File: config.mk
export PLATFORM = sky130hd
export DESIGN_NAME = ctrl_pipe_chain_flat
export DESIGN_NICKNAME = d
export VERILOG_FILES = /design/src/rtl/ctrl_pipe_pkg.sv /design/src/rtl/ctrl_pipe_if.sv /design/src/rtl/ctrl_pipe_stage.sv /design/src/rtl/ctrl_pipe_chain.sv /design/src/flat_wrapper.sv
export SDC_FILE = /design/constraint.sdc
export NUM_CORES = 1
export LEC_CHECK = 0
export BUFFER_PORTS_ARGS = -buffer_cell sky130_fd_sc_hd__buf_2
export CAP_MARGIN = 20
export CORE_ASPECT_RATIO = 2
export CORE_MARGIN = 8
export CORE_UTILIZATION = 35
export CTS_CLUSTER_SIZE = 20
export DETAILED_ROUTE_END_ITERATION = 7
export HOLD_SLACK_MARGIN = 0.05
export PLACE_DENSITY = 0.62
export SYNTH_ARGS = -nofsm -noshare
export SYNTH_HDL_FRONTEND = slang
export SYNTH_SLANG_ARGS = --single-unit
File: constraint.sdc
create_clock -name clk -period 2.99 [get_ports clk]
set_input_delay 0.1495 -clock clk [delete_from_list [all_inputs] [get_ports clk]]
set_output_delay 0.1495 -clock clk [all_outputs]
set_load 0.02 [all_outputs]
File: src/rtl/ctrl_pipe_pkg.sv
// ctrl_pipe_pkg: shared constants and helpers for the control-signal pipeline.
// Bubble counters exist only when CTRL_PIPE_PERF_EN is defined.
package ctrl_pipe_pkg;

  // Bubble counter width and saturation value
  localparam int CTRL_PIPE_CNT_W = 32;
  localparam logic [CTRL_PIPE_CNT_W-1:0] CTRL_PIPE_CNT_MAX = '1;

  // Default geometry of the MIPS control bundle: decode feeds E, M, W
  localparam int CTRL_PIPE_WIDTH  = 45;
  localparam int CTRL_PIPE_STAGES = 3;

  typedef logic [CTRL_PIPE_CNT_W-1:0] ctrlPipeCntT;

  // Increment that sticks at the maximum instead of wrapping
  function automatic ctrlPipeCntT ctrlPipeSatInc(input ctrlPipeCntT value);
    return (value == CTRL_PIPE_CNT_MAX) ? value : value + 1'b1;
  endfunction

endpackage

File: src/rtl/ctrl_pipe_if.sv
// ctrl_pipe_if: groups the decode-side handshake, per-stage controls and the
// per-stage outputs of ctrl_pipe_chain. The controller drives it as master.
interface ctrl_pipe_if
  import ctrl_pipe_pkg::*;
#(
  parameter int WIDTH  = CTRL_PIPE_WIDTH,
  parameter int STAGES = CTRL_PIPE_STAGES
);

  logic [WIDTH-1:0]                  in_data;
  logic                              in_valid;
  logic                              in_ready;
  logic [STAGES-1:0]                 stall;
  logic [STAGES-1:0]                 flush;
  logic [STAGES*WIDTH-1:0]           out_data;
  logic [STAGES-1:0]                 out_valid;
  logic                              perf_clr;
  logic [STAGES*CTRL_PIPE_CNT_W-1:0] bubble_cnt;

  modport master (
    output in_data, in_valid, stall, flush, perf_clr,
    input  in_ready, out_data, out_valid, bubble_cnt
  );

  modport slave (
    input  in_data, in_valid, stall, flush, perf_clr,
    output in_ready, out_data, out_valid, bubble_cnt
  );

endinterface

File: src/rtl/ctrl_pipe_stage.sv
// ctrl_pipe_stage: one control-bundle register with its valid bit.
// An invalid stage always holds an all-zero bundle so consumers need not gate
// by valid. With CTRL_PIPE_PERF_EN defined it also counts bubble cycles.
module ctrl_pipe_stage
  import ctrl_pipe_pkg::*;
#(
  parameter int WIDTH = CTRL_PIPE_WIDTH
) (
  input  logic             clk,
  input  logic             rst,
  input  logic             flush,
  input  logic             hold,
  input  logic             bubble,
  input  logic             srcValid,
  input  logic [WIDTH-1:0] srcData,
  input  logic             perfClr,
  output logic             valid,
  output logic [WIDTH-1:0] data,
  output ctrlPipeCntT      bubbleCnt
);

  logic             validReg;
  logic [WIDTH-1:0] dataReg;

  // Stage register: reset, then flush (beats hold), hold, bubble, load
  always_ff @(posedge clk) begin
    if (rst || flush) begin
      validReg <= 1'b0;
      dataReg  <= '0;
    end else if (hold) begin
      validReg <= validReg;
      dataReg  <= dataReg;
    end else if (bubble) begin
      validReg <= 1'b0;
      dataReg  <= '0;
    end else begin
      validReg <= srcValid;
      dataReg  <= srcData;
    end
  end

  assign valid = validReg;
  assign data  = dataReg;

`ifdef CTRL_PIPE_PERF_EN
  ctrlPipeCntT bubbleCntReg;

  // Bubble counter: counts cycles the registered valid is low, clear wins
  always_ff @(posedge clk) begin
    if (rst || perfClr) begin
      bubbleCntReg <= '0;
    end else if (!validReg) begin
      bubbleCntReg <= ctrlPipeSatInc(bubbleCntReg);
    end
  end

  assign bubbleCnt = bubbleCntReg;
`else
  // No counter hardware; the clear input is deliberately left without a load
  logic unusedPerfClr;
  assign unusedPerfClr = perfClr;
  assign bubbleCnt     = '0;
`endif

endmodule

File: src/rtl/ctrl_pipe_chain.sv
// ctrl_pipe_chain: carries the decoded control bundle through STAGES stage
// registers. Stalls propagate backward; a bubble is inserted behind a stalled
// stage. Define CTRL_PIPE_PERF_EN to build the per-stage bubble counters.
module ctrl_pipe_chain
  import ctrl_pipe_pkg::*;
#(
  parameter int WIDTH  = CTRL_PIPE_WIDTH,
  parameter int STAGES = CTRL_PIPE_STAGES
) (
  input logic        clk,
  input logic        rst,
  ctrl_pipe_if.slave bus
);

  logic [STAGES-1:0]                   effStall;
  logic [STAGES-1:0]                   stageValid;
  logic [STAGES-1:0][WIDTH-1:0]        stageData;
  logic [STAGES-1:0][CTRL_PIPE_CNT_W-1:0] stageCnt;
  logic [WIDTH-1:0]                    headData;

  // A stalled later stage freezes every earlier one
  assign effStall[STAGES-1] = bus.stall[STAGES-1];
  for (genvar gi = 0; gi < STAGES - 1; gi++) begin : gEffStall
    assign effStall[gi] = bus.stall[gi] | effStall[gi+1];
  end

  // Decode presents zeros whenever it has no real instruction
  assign headData = bus.in_valid ? bus.in_data : '0;

  for (genvar gi = 0; gi < STAGES; gi++) begin : gStage
    logic             srcValid;
    logic [WIDTH-1:0] srcData;
    logic             bubble;

    if (gi == 0) begin : gHead
      assign srcValid = bus.in_valid;
      assign srcData  = headData;
      assign bubble   = 1'b0;
    end else begin : gBody
      assign srcValid = stageValid[gi-1];
      assign srcData  = stageData[gi-1];
      assign bubble   = effStall[gi-1];
    end

    ctrl_pipe_stage #(
      .WIDTH(WIDTH)
    ) uStage (
      .clk      (clk),
      .rst      (rst),
      .flush    (bus.flush[gi]),
      .hold     (effStall[gi]),
      .bubble   (bubble),
      .srcValid (srcValid),
      .srcData  (srcData),
      .perfClr  (bus.perf_clr),
      .valid    (stageValid[gi]),
      .data     (stageData[gi]),
      .bubbleCnt(stageCnt[gi])
    );
  end

  assign bus.in_ready   = ~effStall[0];
  assign bus.out_valid  = stageValid;
  assign bus.out_data   = stageData;
  assign bus.bubble_cnt = stageCnt;

endmodule

File: src/flat_wrapper.sv
// flat-port wrapper written by rule: the top's interface ports become plain ports
module ctrl_pipe_chain_flat import ctrl_pipe_pkg::*;
#(
  parameter int WIDTH  = CTRL_PIPE_WIDTH,
  parameter int STAGES = CTRL_PIPE_STAGES
)
  (clk, rst, bus_in_data, bus_in_valid, bus_stall, bus_flush, bus_perf_clr, bus_in_ready, bus_out_data, bus_out_valid, bus_bubble_cnt);
  ctrl_pipe_if #(.WIDTH(WIDTH), .STAGES(STAGES)) bus_i ();
  input logic clk;
  input logic rst;
  input wire logic [$bits(bus_i.in_data)-1:0] bus_in_data;
  input wire logic [$bits(bus_i.in_valid)-1:0] bus_in_valid;
  input wire logic [$bits(bus_i.stall)-1:0] bus_stall;
  input wire logic [$bits(bus_i.flush)-1:0] bus_flush;
  input wire logic [$bits(bus_i.perf_clr)-1:0] bus_perf_clr;
  output wire logic [$bits(bus_i.in_ready)-1:0] bus_in_ready;
  output wire logic [$bits(bus_i.out_data)-1:0] bus_out_data;
  output wire logic [$bits(bus_i.out_valid)-1:0] bus_out_valid;
  output wire logic [$bits(bus_i.bubble_cnt)-1:0] bus_bubble_cnt;
  assign bus_i.in_data = bus_in_data;
  assign bus_i.in_valid = bus_in_valid;
  assign bus_i.stall = bus_stall;
  assign bus_i.flush = bus_flush;
  assign bus_i.perf_clr = bus_perf_clr;
  assign bus_in_ready = bus_i.in_ready;
  assign bus_out_data = bus_i.out_data;
  assign bus_out_valid = bus_i.out_valid;
  assign bus_bubble_cnt = bus_i.bubble_cnt;
  ctrl_pipe_chain #(.WIDTH(WIDTH), .STAGES(STAGES)) u_core (.clk(clk), .rst(rst), .bus(bus_i));
endmodule
### Word-level counts from Yosys, hierarchy flattened

Cells that the tools add are included.

| word-level totals | value |
|---|---|
| memory bits (writable) | 0 |
| flip-flop bits (word level) | 138 |
| word-level logic and storage cells | 17 |
| output and inout bits | 235 |
| latch bits | 0 |
| memory bits (read-only) | 0 |
| memories | 0 |

| cells by class | value |
|---|---|
| multipliers | 0 |
| magnitude comparators | 0 |
| mux-type cells | 5 |
| shifts and indexed selects | 0 |
| divide/modulo/power cells | 0 |
| reduce and logical (&&, ||, !) cells | 3 |
| add/sub/neg operators | 0 |
| equality and inequality tests | 0 |
| bitwise logic cells | 3 |

Operators with widths:

| cell | count |
|---|---|
| 45-bit 2-to-1 mux | 3 |
| 1-bit logical OR | 3 |
| 1-bit 2-to-1 mux | 2 |
| 1-bit bitwise OR | 2 |
| 1-bit inverter | 1 |

### Depth between registers and ports, before layout

Gate-level depths: netlist (run 1).

| logic depth | value |
|---|---|
| depth in word-level cells | 3 |
| mapped depth | 6 |
| depth with buffers taken out | 2 |

### Modules after synthesis

A second synthesis (run 1) with hierarchy kept.

| second synthesis, totals | value |
|---|---|
| cell total of the unflattened synthesis | 769 |
| area total of the unflattened synthesis | 6718.9 µm² |

By module, submodules not included:

| module | instances | area an instance (µm²) | seq. area each (µm²) | cells an instance |
|---|---|---|---|---|
| ctrl_pipe_stage | 3 | 2108.3 | 920.9 | 238 |
| ctrl_pipe_chain | 1 | 394.1 | 0.0 | 55 |

### Least setup slack after synthesis (run 1)

OpenSTA, ideal clock, no wires.

| path | value |
|---|---|
| kind | input -> register |
| start point | input port bus_stall[2] |
| end point | register u_core.gStage[0].uStage.dataReg[35] |
| stages | 4 |
| library setup time | 0.121 ns |
| path slack | 1.648 ns |
| arrival | 1.221 ns |
| cells stage by stage | buf_6 > nor3_4 > buf_6 > mux2_2 |

| on the way | value |
|---|---|
| longest elaborated chain between the ends | 2 |

RTL lines:

| what | RTL line | source |
|---|---|---|
| start, declared | flat_wrapper.sv:13 | `input wire logic [$bits(bus_i.stall)-1:0] bus_stall;` |
| 1-bit bitwise OR (2 in series) | ctrl_pipe_chain.sv:24 | `assign effStall[gi] = bus.stall[gi] \| effStall[gi+1];` |
| end signal, assigned | ctrl_pipe_stage.sv:32 | `dataReg <= dataReg;` |
| end signal, assigned | ctrl_pipe_stage.sv:38 | `dataReg <= srcData;` |
| end, declared | ctrl_pipe_stage.sv:23 | `logic [WIDTH-1:0] dataReg;` |

Every way passes these cells.
A chain may end at the register's enable or synchronous reset.

### Worst setup path in the final report (run 1)

| path | value |
|---|---|
| start point | input port bus_stall[2] |
| end point | output port bus_in_ready |

| on the way | value |
|---|---|
| longest elaborated chain between the ends | 3 |

RTL lines:

| what | RTL line | source |
|---|---|---|
| 1-bit bitwise OR (2 in series) | ctrl_pipe_chain.sv:24 |  |
| 1-bit inverter | ctrl_pipe_chain.sv:62 | `assign bus.in_ready = ~effStall[0];` |
| end, declared | flat_wrapper.sv:16 | `output wire logic [$bits(bus_i.in_ready)-1:0] bus_in_ready;` |

Every way passes these cells.

==> impl_metrics.tcl, run 1 <==
set metrics [dict create \
    status "finished, final reports clean" \
    cts_hold_buf 0 \
    syn_inst 735 \
    dpl.hpwl_mm 13.6 \
    wl_met1_mm 7.87 \
    max_stage_delay_ps 560 \
    worstSetupStartpoint "bus_stall[2]" \
    hold_path.class "in -> reg" \
    cts_htree_levels 4 \
    dpl_cell_area_um2 7570 \
    die_area_um2 25000 \
    io_pins 290 \
    start_util_pct 35.5 \
    grt.overflow.total 0 \
    r2r-start "u_core.gStage[0].uStage.data[44]$_SDFFE_PP0N_" \
    routed.top_layer "met4" \
    syn_area_um2 6990 \
    core_um2 19700 \
    fin_skew_ps 7.81 \
    async_flop_share_pct 0 \
    min_period_ps 1370 \
    ir_worst_vdd_uv 289 \
    met3_length_mm 1.45 \
    ys_warn_count 0 \
    setup_violations 0 \
    p_per_area_nw_per_um2 524 \
    crit_path_frequent_cell "buf_4" \
    via_per_inst 4.73 \
    post_drt_wl_per_cell_um 16.8 \
    p_leak_nw 3.34 \
    r2r_end "u_core.gStage[1].uStage.data[44]$_SDFFE_PP0N_" \
    first_global_vias 5006 \
    slowest_stage "buf_4" \
    synth.distinct_cells 21 \
    crit_path_start_kind "input pin" \
    cts_tree "yes" \
    die_y_um 216 \
    tns_ps 0 \
    synth_area_leader_cell "dfxtp_1" \
    ctsResizeCount 0 \
    synthTopCellsByCount "138 x dfxtp_1, 100 x buf_4, 92 x a21oi_1, 55 x clkbuf_1, 47 x or4b_1" \
    die_w_um 116 \
    timing.hold.ws_ps 166 \
    crit_path_end "bus_in_ready" \
    critPathMaxFanout 88 \
    drt_iter0_markers 341 \
    clk_path_buf_depth 2 \
    r2r_slack_ps 1910 \
    fillCellCount 2047 \
    grt_usage_pct 14.7 \
    slew_headroom_pct 35.1 \
    grt_pass1_wl_mm 28.6 \
    cap_violations 0 \
    diodes 0 \
    synth_top_area_share_pct 39.5 \
    fin_nets 924 \
    ys_ff_latch 138 \
    area_growth_syn_to_layout_pct 16.6 \
    crit_required_ps 2840 \
    drive_gt1_share_pct 32.8 \
    critPathArrivalTime_ps 1220 \
    wl_met2_mm 9.08 \
    final_area_um2 8160 \
    final_max_slew_viol_count 0 \
    synth_area_leaders "dfxtp_1 39%, buf_4 11%, mux2_2 7.2%" \
    clkLatencyLatePin_ps 430 \
    yosysMostFrequentCell "dfxtp_1" \
    cts.clk_slew.worst_paths_ps 60 \
    worst_pin_slew_ps 973 \
    route.antenna.remaining_nets 0 \
    r2r_cells 2 \
    fin_crit_sh_pct 46.0 \
    cts_made_buffers 17 \
    crit_type "in -> out" \
    finalHoldViolCount 0 \
    clock_sinks 138 \
    crit_path_end_kind "output port" \
    max_freq_mhz 728 \
    dr.pass1.iters 4 \
    grt_max_degree 101 \
    synth_edf_count 0 \
    avgSynthCellArea_um2 9.52 \
    place.gp.congestion 0.802 \
    grt_antenna_before_repair 0 \
    cts_setup_buffers 0 \
    path_cells "buf_4, nor3_4, buf_4, buf_2" \
    drc 0 \
    num_vias 5410 \
    cts_root_buf "clkbuf_16" \
    synth_top_flop_cell "dfxtp_1" \
    rows 73 \
    ys_seq_area_share_pct 39.5 \
    io_buffers 192 \
    drt-total-wl_mm 19.2 \
    rsz0062_at_grt "no" \
]
metrics by stage:
stage                     total power, mW  util [%]  cells  setup WS, ps
after floorplan                      2.27         -    830          1650
after global placement               2.24      38.4   1112          1240
after detailed placement             2.24      38.4   1112          1250
after CTS                            4.32      41.3   1144          1600
after global routing                 4.43      41.3   1144          1520
final                                4.27      41.3   1144          1620
cell type report:
cell class	count	area [um^2]	area share, %
clock inverter	9	87.6	1.07
sequential	138	2760	33.9
tap	262	328	4.02
timing repair buffer	199	1040	12.8
multi-input combinational	513	3440	42.1
clock buffer	23	498	6.11
worst min-delay path by stage:
stage                                                  startpoint                                       endpoint  cells after the start
floorplan                                            bus_stall[0]   u_core.gStage[0].uStage.data[0]$_SDFFE_PP0N_                      2
global placement    u_core.gStage[2].uStage.data[33]$_SDFFE_PP0N_  u_core.gStage[2].uStage.data[33]$_SDFFE_PP0N_                      2
detailed placement  u_core.gStage[2].uStage.data[26]$_SDFFE_PP0N_  u_core.gStage[2].uStage.data[26]$_SDFFE_PP0N_                      2
CTS                                                bus_in_data[0]   u_core.gStage[0].uStage.data[0]$_SDFFE_PP0N_                      3
global route                                       bus_in_data[6]   u_core.gStage[0].uStage.data[6]$_SDFFE_PP0N_                      3
finish                                             bus_in_data[0]   u_core.gStage[0].uStage.data[0]$_SDFFE_PP0N_                      3
registers in the layout, summed over array words and instances, names as in the netlist:
signal,count
u_core.gStage.uStage.data,135
u_core.gStage.uStage.valid,3
power breakdown:
part,internal [mW],switching [mW]
registers,1.84,0.00374
logic,0.0780,0.273
clock network,1.26,0.816
total,3.18,1.09
cells in the final DEF (no fill, tap or decap), drive strengths merged:
| master | count |
|---|---|
| nor4bb | 45 |
| clkinv | 3 |
| o21ai | 46 |
| bufinv | 1 |
| buf | 199 |
| nand2 | 46 |
| inv | 1 |
| o31ai | 1 |
| nor3 | 1 |
| conb | 96 |
| clkinvlp | 4 |
| mux2 | 45 |
| clkbuf | 23 |
| or2 | 2 |
| nor3b | 45 |
| a211oi | 1 |
| or3b | 46 |
| a21oi | 92 |
| or4b | 47 |
| dfxtp | 138 |
critical path: cells and delay by family:
| family | cells | cell delay (ps) |
|---|---|---|
| simple gates | 1 | 100 |
| buf+inv | 3 | 970 |
cell families after synthesis:
group                  Yosys count  synth area share, %
multiplexers                    45                 7.25
other                            1               0.0536
flip-flops                     138                 39.5
AO/OA/AOI/OAI                  140                 10.1
AND/OR/NAND/NOR                232                 26.6
buffers and inverters          179                 16.5
layer usage:
layer / vias to the layer above / GRT usage, %
li1: 2713 / -
met1: 2446 / 17.5
met2: 217 / 23.6
met3: 34 / 3.02
met4: 0 / 9.14
met5: - / 0
Note: power is estimated with default switching activity, not from simulation.
==> inputs of run 2 (changes only) <==
Settings changed: ABC_AREA from default to 1, PLACE_DENSITY 0.62 to 0.64.
Clock period 2.99 ns to 1.32 ns, I/O delays scaled along.
==> impl_metrics.tcl, run 2 <==
set metrics [dict create \
    status "finished, final reports clean" \
    ys_ff_latch 138 \
    setup_violations 0 \
    max_freq_mhz 925 \
    hold_path.class "in -> reg" \
    cts_root_buf "clkbuf_16" \
    post_drt_wl_per_cell_um 15.0 \
    place.gp.congestion 0.779 \
    ys_seq_area_share_pct 45.7 \
    layout_common_cells "230 x nand2_1, 192 x buf_2, 138 x a21oi_1, 138 x dfxtp_1, 96 x conb_1" \
    synth_area_leaders "dfxtp_1 46%, nand2_1 14%, buf_4 13%" \
    cts_made_buffers 17 \
    synth_edf_count 0 \
    fillCellCount 1714 \
    finalHoldViolCount 0 \
    synth.distinct_cells 13 \
    finalNonFillerCells 1238 \
    largest_register_ffs 135 \
    dp_slack_ps 45.9 \
    ir_worst_vdd_uv 872 \
    diodes 0 \
    yosysMostFrequentCell "nand2_1" \
    grt.overflow.total 0 \
    final_max_slew_viol_count 0 \
    core_um2 17100 \
    die_w_um 109 \
    crit_required_ps 1250 \
    synth_top_flop_cell "dfxtp_1" \
    cts_setup_buffers 0 \
    cts_htree_levels 4 \
    clk_path_buf_depth 2 \
    die_area_um2 22000 \
    dr.pass1.iters 4 \
    ctsResizeCount 0 \
    fin_ws_ps 239 \
    route.antenna.remaining_nets 0 \
    drc 0 \
    grt_antenna_before_repair 0 \
    fin_util_pct 45.3 \
    crit_path_end_kind "output port" \
    die_y_um 202 \
    syn_inst 809 \
    area_growth_syn_to_layout_pct 28.1 \
    fin_crit_sh_pct 81.9 \
    rows 68 \
    grt_usage_pct 16.4 \
    worst_pin_slew_ps 840 \
    num_vias 5635 \
    fin_skew_ps 10.4 \
    first_global_vias 5553 \
    drt_iter0_markers 230 \
    synth_top_area_share_pct 45.7 \
    syn_area_um2 6040 \
    p_per_area_nw_per_um2 1260 \
    grt_pass1_wl_mm 29.0 \
    via_per_inst 4.55 \
    cap_violations 0 \
    cts_hold_buf 45 \
    critPathMaxFanout 33 \
    synthTopCellsByCount "230 x nand2_1, 138 x a21oi_1, 138 x dfxtp_1, 103 x buf_4, 92 x nand3_1" \
    critPathArrivalTime_ps 1010 \
    clkLatencyLatePin_ps 420 \
    synth_area_leader_cell "dfxtp_1" \
    io_pins 290 \
    io_buffers 192 \
    min_period_ps 1080 \
    crit_path_start_kind "input pin" \
    dpl.hpwl_mm 12.5 \
    layout_commonest_cell "nand2_1" \
    avgSynthCellArea_um2 7.47 \
    crit_type "in -> out" \
    p_leak_nw 3.59 \
    fin_nets 1071 \
    cts.clk_slew.worst_paths_ps 70 \
    tns_ps 0 \
    start_util_pct 35.3 \
    drive_gt1_share_pct 23.5 \
    slew_headroom_pct 43.9 \
    power.total_mw 9.75 \
    ys_warn_count 0 \
    dp.cells 1162 \
    grt_max_degree 68 \
    cts_tree "yes" \
    rsz0062_at_grt "no" \
    async_flop_share_pct 0 \
    drt-total-wl_mm 18.6 \
    clock_sinks 138 \
]
run 2: changes by cell type after synthesis, moves of 47 or more:
cell,change
inv_1,+47
nand2_1,+184
nand3_1,+92
or4b_1,-47
run 2: where the power goes:
| group | internal [mW] | switching [mW] |
|---|---|---|
| registers | 4.18 | 0.0108 |
| logic | 0.241 | 0.644 |
| clock network | 2.78 | 1.90 |
| total | 7.20 | 2.55 |
run 2: logic make-up (layout without fill, tap and decap cells):
family,after synthesis,after routing,synth area share (%)
compound gates,138,138,11.4
buf+inv,206,330,20.4
flops,138,138,45.7
other cells,1,96,0.0621
simple gates,326,326,22.4
run 2: area by class of cell:
cell class                 instances  area, um^2  share of cell area (%)
sequential                       138        2760                    35.7
multi-input combinational        560        2400                    31.1
timing repair buffer             251        1550                    20.1
clock buffer                      18         429                    5.54
tap                              210         263                    3.39
inverter                          48         180                    2.33
clock inverter                    13         146                    1.89
run 2: worst max-delay path, cell delays in order:
cell	delay [ps]
buf_2	120
nor2_4	210
nand2_1	100
buf_4	260
inv_1	80
buf_2	160
run 2: final timing paths:
kind                                                                    start                                            end  slack, ps  depth (start not counted)
worst max-delay path                                             bus_stall[2]                                   bus_in_ready        240                          6
worst min-delay path                                             bus_in_valid  u_core.gStage[0].uStage.data[28]$_SDFFE_PP0N_        110                          5
worst max register to register  u_core.gStage[0].uStage.data[12]$_SDFFE_PP0N_  u_core.gStage[1].uStage.data[12]$_SDFFE_PP0N_        580                          2
worst min register to register  u_core.gStage[2].uStage.data[11]$_SDFFE_PP0N_  u_core.gStage[2].uStage.data[11]$_SDFFE_PP0N_        460                          2
run 2: routing by layer:
| metal | track usage, % | part of all wire (%) |
|---|---|---|
| met4 | 4.73 | 1.0 |
| met2 | 27.5 | 48 |
| met3 | 6.25 | 11 |
| met5 | 0 | 0 |
| met1 | 18.7 | 40 |
run 2: per-stage QoR:
stage                     area [um^2]  hold WS, ps
after floorplan                  6400          291
after global placement           6710          404
after detailed placement         6710          413
after CTS                        7740         95.6
after global routing             7740          141
final                            7740          109
